File: config.mk
export PLATFORM = sky130hd
export DESIGN_NAME = interleaver_agen_flat
export DESIGN_NICKNAME = d
export VERILOG_FILES = /design/src/rtl/interleaver_pkg.sv /design/src/rtl/interleaver_agen_if.sv /design/src/rtl/interleaver_slot.sv /design/src/rtl/interleaver_agen.sv /design/src/flat_wrapper.sv
export SDC_FILE = /design/constraint.sdc
export NUM_CORES = 1
export LEC_CHECK = 0
export CAP_MARGIN = 20
export CORE_MARGIN = 4
export CORE_UTILIZATION = 57
export CTS_CLUSTER_DIAMETER = 40
export DETAILED_ROUTE_END_ITERATION = 7
export HOLD_SLACK_MARGIN = 0.1
export PLACE_DENSITY = 0.87
export SYNTH_ARGS = -nofsm -noshare
export SYNTH_HDL_FRONTEND = slang
export SYNTH_SLANG_ARGS = --single-unit
File: constraint.sdc
create_clock -name clk -period 3.82 [get_ports clk]
set_input_delay 0.382 -clock clk [delete_from_list [all_inputs] [get_ports clk]]
set_output_delay 0.382 -clock clk [all_outputs]
set_load 0.005 [all_outputs]
File: src/rtl/interleaver_pkg.sv
// Shared types and width helpers for the junction interleaver address generator.
// Included by the slot map, the output-stream interface users and the top level.
package interleaver_pkg;

    typedef enum logic {
        MODE_INTERLEAVE = 1'b0,
        MODE_IDENTITY   = 1'b1
    } mode_e;

    typedef enum logic {
        ST_IDLE = 1'b0,
        ST_RUN  = 1'b1
    } state_e;

    function automatic int calc_ws(input int p, input int z);
        return $clog2(p / z);
    endfunction

    function automatic int calc_wc(input int fo, input int p, input int z);
        return $clog2(fo * p / z);
    endfunction

    function automatic int calc_wm(input int p);
        return $clog2(p);
    endfunction

    function automatic int calc_wa(input int fo, input int z);
        return $clog2(fo * z);
    endfunction

    function automatic int calc_wb(input int nj);
        return (nj > 1) ? $clog2(nj) : 1;
    endfunction

endpackage

File: src/rtl/interleaver_agen_if.sv
// Valid/ready beat stream carrying Z activation-memory indices per cycle.
// The master modport is the generator side; the slave modport is the consumer side.
interface interleaver_agen_if #(
    parameter int WM = 5,
    parameter int Z  = 8,
    parameter int WC = 3
) ();
    logic              out_valid;
    logic              out_ready;
    logic [WM*Z-1:0]   out_index;
    logic [WC-1:0]     out_cycle;
    logic              out_last;

    modport master (
        output out_valid,
        output out_index,
        output out_cycle,
        output out_last,
        input  out_ready
    );

    modport slave (
        input  out_valid,
        input  out_index,
        input  out_cycle,
        input  out_last,
        output out_ready
    );
endinterface

File: src/rtl/interleaver_slot.sv
// Combinational map from (cycle, slot J, this slot's sweep-start column) to one index.
// The slot index is fixed, so i mod Z is J and i div Z is just the low WS bits of the cycle.
module interleaver_slot
    import interleaver_pkg::*;
#(
    parameter int FO = 2,
    parameter int P  = 32,
    parameter int Z  = 8,
    parameter int J  = 0,
    localparam int WS = calc_ws(P, Z),
    localparam int WC = calc_wc(FO, P, Z),
    localparam int WM = calc_wm(P)
) (
    input  logic [WC-1:0]    cycle,
    input  logic [FO*WS-1:0] starts,
    input  mode_e            mode,
    output logic [WM-1:0]    index
);
    localparam int WZ = WM - WS;
    localparam logic [WZ-1:0] SLOT = WZ'(J);

    logic [WS-1:0] row_off;
    logic [WS-1:0] start_v;
    logic [WS-1:0] rot;
    int            sweep;

    // The sweep-start add wraps naturally in WS bits, which keeps each sweep a permutation.
    always_comb begin
        row_off = cycle[WS-1:0];
        sweep   = int'(cycle >> WS);
        start_v = starts[sweep*WS +: WS];
        rot     = start_v + row_off;
        if (mode == MODE_IDENTITY) begin
            index = {row_off, SLOT};
        end else begin
            index = {rot, SLOT};
        end
    end

endmodule

File: src/rtl/interleaver_agen.sv
// Runtime-configurable interleaver address generator: loadable sweep-start tables,
// a two-state pass FSM and a valid/ready output register streaming Z indices per beat.
module interleaver_agen
    import interleaver_pkg::*;
#(
    parameter int FO = 2,
    parameter int P  = 32,
    parameter int Z  = 8,
    parameter int NJ = 1,
    localparam int WS   = calc_ws(P, Z),
    localparam int WC   = calc_wc(FO, P, Z),
    localparam int WM   = calc_wm(P),
    localparam int WA   = calc_wa(FO, Z),
    localparam int WB   = calc_wb(NJ),
    localparam int NCYC = FO * P / Z
) (
    input  logic          clk,
    input  logic          reset,
    input  logic          cfg_we,
    input  logic [WB-1:0] cfg_bank,
    input  logic [WA-1:0] cfg_addr,
    input  logic [WS-1:0] cfg_data,
    output logic          cfg_err,
    input  logic          start,
    input  logic [WB-1:0] junc,
    input  logic          mode,
    output logic          busy,
    output logic          done,
    interleaver_agen_if.master ob
);

    state_e                               state_q, state_d;
    logic [NJ-1:0][FO*Z-1:0][WS-1:0]      table_q, table_d;
    logic [WB-1:0]                        junc_q, junc_d;
    mode_e                                mode_q, mode_d;
    logic                                 valid_q, valid_d;
    logic                                 last_q, last_d;
    logic                                 done_q, done_d;
    logic                                 err_q, err_d;
    logic [WC-1:0]                        cycle_q, cycle_d;
    logic [WM*Z-1:0]                      index_q, index_d;

    logic          hs, load_first, load_next, finish;
    logic          bank_ok;
    logic [WC-1:0] ld_cycle;
    logic [WB-1:0] ld_bank;
    mode_e         ld_mode;
    logic [FO*WS-1:0] cols [Z];
    logic [WM-1:0]    slot_index [Z];

    always_ff @(posedge clk or posedge reset) begin
        if (reset) begin
            state_q <= ST_IDLE;
            table_q <= '0;
            junc_q  <= '0;
            mode_q  <= MODE_INTERLEAVE;
            valid_q <= 1'b0;
            last_q  <= 1'b0;
            done_q  <= 1'b0;
            err_q   <= 1'b0;
            cycle_q <= '0;
            index_q <= '0;
        end else begin
            state_q <= state_d;
            table_q <= table_d;
            junc_q  <= junc_d;
            mode_q  <= mode_d;
            valid_q <= valid_d;
            last_q  <= last_d;
            done_q  <= done_d;
            err_q   <= err_d;
            cycle_q <= cycle_d;
            index_q <= index_d;
        end
    end

    always_comb begin
        state_d = state_q;
        case (state_q)
            ST_IDLE: if (start) state_d = ST_RUN;
            ST_RUN:  if (hs && last_q) state_d = ST_IDLE;
            default: state_d = ST_IDLE;
        endcase
    end

    always_comb begin
        busy       = (state_q == ST_RUN);
        hs         = valid_q && ob.out_ready;
        load_first = (state_q == ST_IDLE) && start;
        load_next  = (state_q == ST_RUN) && hs && !last_q;
        finish     = (state_q == ST_RUN) && hs && last_q;
    end

    // The beat being loaded reads the table of the bank it will run on, captured or incoming.
    always_comb begin
        ld_cycle = load_first ? '0 : cycle_q + WC'(1);
        ld_bank  = load_first ? junc : junc_q;
        ld_mode  = load_first ? mode_e'(mode) : mode_q;
        bank_ok  = int'(ld_bank) < NJ;
        cols     = '{default: '0};
        for (int j = 0; j < Z; j++) begin
            for (int s = 0; s < FO; s++) begin
                cols[j][s*WS +: WS] = bank_ok ? table_q[ld_bank][s*Z + j] : '0;
            end
        end
    end

    for (genvar g = 0; g < Z; g++) begin : g_slot
        interleaver_slot #(.FO(FO), .P(P), .Z(Z), .J(g)) u_slot (
            .cycle  (ld_cycle),
            .starts (cols[g]),
            .mode   (ld_mode),
            .index  (slot_index[g])
        );
    end

    always_comb begin
        table_d = table_q;
        err_d   = err_q;
        if (cfg_we) begin
            if (busy && (cfg_bank == junc_q)) begin
                err_d = 1'b1;
            end else if ((int'(cfg_bank) < NJ) && (int'(cfg_addr) < FO*Z)) begin
                table_d[cfg_bank][cfg_addr] = cfg_data;
            end
        end
    end

    always_comb begin
        junc_d  = junc_q;
        mode_d  = mode_q;
        valid_d = valid_q;
        last_d  = last_q;
        cycle_d = cycle_q;
        index_d = index_q;
        done_d  = finish;
        if (load_first) begin
            junc_d = junc;
            mode_d = mode_e'(mode);
        end
        if (load_first || load_next) begin
            valid_d = 1'b1;
            cycle_d = ld_cycle;
            last_d  = (ld_cycle == WC'(NCYC - 1));
            for (int j = 0; j < Z; j++) begin
                index_d[j*WM +: WM] = slot_index[j];
            end
        end else if (finish) begin
            valid_d = 1'b0;
        end
    end

    assign ob.out_valid = valid_q;
    assign ob.out_index = index_q;
    assign ob.out_cycle = cycle_q;
    assign ob.out_last  = last_q;
    assign cfg_err      = err_q;
    assign done         = done_q;

endmodule

File: src/flat_wrapper.sv
// flat-port wrapper written by rule: the top's interface ports become plain ports
module interleaver_agen_flat import interleaver_pkg::*;
#(
    parameter int FO = 2,
    parameter int P  = 32,
    parameter int Z  = 8,
    parameter int NJ = 1,
    localparam int WS   = calc_ws(P, Z),
    localparam int WC   = calc_wc(FO, P, Z),
    localparam int WM   = calc_wm(P),
    localparam int WA   = calc_wa(FO, Z),
    localparam int WB   = calc_wb(NJ),
    localparam int NCYC = FO * P / Z
)
  (clk, reset, cfg_we, cfg_bank, cfg_addr, cfg_data, cfg_err, start, junc, mode, busy, done, ob_out_valid, ob_out_index, ob_out_cycle, ob_out_last, ob_out_ready);
  interleaver_agen_if #(.WM(WM), .Z(Z), .WC(WC)) ob_i ();
  input  logic clk;
  input  logic reset;
  input  logic cfg_we;
  input  logic [WB-1:0] cfg_bank;
  input  logic [WA-1:0] cfg_addr;
  input  logic [WS-1:0] cfg_data;
  output logic cfg_err;
  input  logic start;
  input  logic [WB-1:0] junc;
  input  logic mode;
  output logic busy;
  output logic done;
  output wire logic [$bits(ob_i.out_valid)-1:0] ob_out_valid;
  output wire logic [$bits(ob_i.out_index)-1:0] ob_out_index;
  output wire logic [$bits(ob_i.out_cycle)-1:0] ob_out_cycle;
  output wire logic [$bits(ob_i.out_last)-1:0] ob_out_last;
  input wire logic [$bits(ob_i.out_ready)-1:0] ob_out_ready;
  assign ob_out_valid = ob_i.out_valid;
  assign ob_out_index = ob_i.out_index;
  assign ob_out_cycle = ob_i.out_cycle;
  assign ob_out_last = ob_i.out_last;
  assign ob_i.out_ready = ob_out_ready;
  interleaver_agen #(.FO(FO), .P(P), .Z(Z), .NJ(NJ)) u_core (.clk(clk), .reset(reset), .cfg_we(cfg_we), .cfg_bank(cfg_bank), .cfg_addr(cfg_addr), .cfg_data(cfg_data), .cfg_err(cfg_err), .start(start), .junc(junc), .mode(mode), .busy(busy), .done(done), .ob(ob_i));
endmodule
==> impl_results.md <==
- Yosys cell types: 50
- Reg clk slew, reported paths: 0.06 ns
- Core area: 5640 sq um
- Most common cell after layout, fill and taps aside: dfrtp_1
- Post-Syn Area: 3390 sq um
- Die span in x: 85.1 um
- H-tree depth: 3
- Largest net degree at the start of global routing: 33
- IO Pins: 62
- Max-cap violation count: 0
- Crit end category: register
- Final Instance Count excl. Fillers: 455
- Ys flop type: dfrtp_1
- Mux contribution to synthesized area: 12.5%
- DP Cell Count: 440
- Hold Path Class: input port to asynchronous set/reset pin
- Final max-slew violation count: 0
- Die area: 7240 sq um
- Design area: around 4000 sq um
- Most frequent cells in the layout: dfrtp_1 (59), nand2_1 (58), clkdlybuf4s50_1 (49)
- Cells along the critical path: clkdlybuf4s50_1, nor2b_1, nand2_1, o21ai_1, a21oi_1, ha_1, or4_4, nand3_1, nand4b_1
- Starting DRC count in detailed routing: 162
- Avg WL per Cell: 16.8 um
- Post-DP Area: 3800 sq um
- Crit path required time: 4.04 ns
- VDD IR max: roughly 350 uV
- Post-CTS Hold Fix Bufs: 0
- Fin crit share: between 70% and 80%
- Cell family with most CP delay: simple AND/OR/NAND/NOR gates
- Slowest Stage Delay on Critical Path: 0.57 ns
- # setup viols final: 0
- Pleak: about 1.7 nW
- Worst Clk Skew: 0.00568 ns
- Port Buf Inserts: 49
- Post-CTS Setup Repair Bufs: 0
- Tmin final: 2.89 ns
- Initial Util: between 60% and 70%
- Max Buffers Root-to-Sink: 2
- Total track usage: 22.7%
- Clk sinks: 59
- First-pass GRT wire length: between 10000 and 15000 um
- PwrDens: 646 nW/um^2
- Worst slew margin: 35.2%
- Fin. Hold Viols: 0
- Post-layout util: 70.9%
- Startpoint Class: input port
- EDFF count, synth: 0
- Clock latency at the later pin of the worst-skew pair: 0.35 ns
- CP max-delay cell: clkdlybuf4s50_1
- Crit Path Max Fanout: 9
- DR pass1 iterations: 4
- Initial antenna violation count: 0
- Clock root cell: clkbuf_8
- DRT Wirelength: 7670 um
- DR DRC count: 0
- XOR/XNOR Fraction of Synth Area: 2.03%
- Synthesis-to-layout area growth: 18.0%
- Crit path DAT: ~3.1 ns
- Hpwl dp: 5750 um
- Antenna diodes: 0
- RSZ-0062 raised after global routing: no
- Mapped Cells: 337
- Synth Area in Simple Gates: 20.8%
- Vias in the first global route: 2626
- Combinational family with the most area after synthesis: simple AND/OR/NAND/NOR gates
- Layout cells sized above 1: between 10% and 20%
- ANT nets after route: 0
- Worst Path Buf+Inv: 1
- Placer Congestion: roughly 0.86
- Post-CTS resize count: 0
- CTS tree: built
- Adder-cell share of the synthesized area: roughly 3.3%
- Die Height: 85.1 um
- Seq/Total Area, Yosys: approximately 44%
- Site Rows: 27
- Total gr overflow: 0
- #FFs+latches synth: 59
- Status: finished, final reports clean
- Worst setup path class: input port to register
- Synth warnings: 0
- Worst-margin pin slew: ~0.97 ns
- Avg Cell Area, Syn: between 10 and 15 sq um
- Final Net Count: between 400 and 500
- Sum Neg Setup Slack: 0 ns
- Synth Area in Compound Gates: 10.6%
- Async SR Flop Fraction: between 90% and 100%
- Vias per cell: 5.81
- Fmax achieved: 346 MHz
- Via count: 2643
- CTS buffer count: 9
## stage by stage
step / setup WS, ns / power, mW / hold WS [ns]
2_1_floorplan: 1.34 / 1.61 / 0.466
3_3_place_gp: 0.733 / 1.98 / 0.451
3_5_place_dp: 0.626 / 2.02 / 0.462
4_1_cts: 0.964 / 2.59 / 0.476
5_1_grt: 0.681 / 2.76 / 0.511
6_report: 0.933 / 2.58 / 0.471
## report_power, final
part	internal [mW]	switching [mW]
combinational	0.509	0.523
sequential	0.823	0.160
clock	0.332	0.237
total	1.66	0.920
## cells by family after synthesis
kind of cell               Yosys count
AOI/OAI and AO/OA                   52
xor gates and xnor gates             7
adders and majority gates            9
buffers and inverters               37
DFF                                 59
muxes                               37
other                                1
and+or+nand+nor                    135
## final cells by class
| type | instances | area (sq um) |
|---|---|---|
| multi-input cells | 252 | 1710 |
| fillers | 403 | 1640 |
| flip-flops and latches | 59 | 1480 |
| repair buffers | 50 | 498 |
| clock buffers | 13 | 159 |
| well taps | 72 | 90.1 |
| clock inverters | 2 | 35.0 |
| inverters | 7 | 26.3 |
## registers in the layout (all words and copies together) (netlist names)
name / flops
u_core.table_q: 32
u_core.ob.out_cycle: 3
u_core.junc_q: 1
u_core.mode_q: 1
u_core.ob.out_valid: 1
u_core.busy: 1
u_core.ob.out_last: 1
u_core.done: 1
u_core.ob.out_index: 17
u_core.cfg_err: 1
## synth_stat cells, drive strengths merged, types with 5 or more instances
master  instances  area [sq um]
nand2b          7          51.3
nor2           25          93.8
o21ai           8          40.0
xor2            5          43.8
nand2          58           218
ha              9           113
nor3b           8          60.1
nand4           6          37.5
mux2           32           360
a21oi          22           114
dfrtp          59          1480
buf            28           206
mux2i           5          62.6
nor3            6          51.3
inv             7          26.3
## layer usage
| metal | track usage, % | up-vias | wire, um |
|---|---|---|---|
| li1 | - | 1244 | - |
| met1 | 29.0 | 1294 | 3250 |
| met2 | 37.4 | 84 | 3830 |
| met3 | 4.56 | 21 | 398 |
| met4 | 9.64 | 0 | 180 |
| met5 | 0 | - | 0 |
## final timing paths
kind                                                    startpoint                                   to  slack [ns]  depth (start not counted)
worst max-delay path                                         start  u_core.ob.out_index[39]$_DFFE_PP0P_        0.93                          9
worst min-delay path                                         reset        u_core.table_q[1]$_DFFE_PP0P_        0.47                          2
worst max register to register  u_core.ob.out_cycle[0]$_DFFE_PP0P_  u_core.ob.out_index[39]$_DFFE_PP0P_        0.99                          9
worst min register to register          u_core.cfg_err$_DFFE_PP0P_           u_core.cfg_err$_DFFE_PP0P_        0.47                          1
max in group asynchronous                                    reset  u_core.ob.out_index[24]$_DFFE_PP0P_        2.53                          3
min in group clk                        u_core.cfg_err$_DFFE_PP0P_           u_core.cfg_err$_DFFE_PP0P_        0.47                          1
No activity file was read; power rests on OpenSTA's default activity.
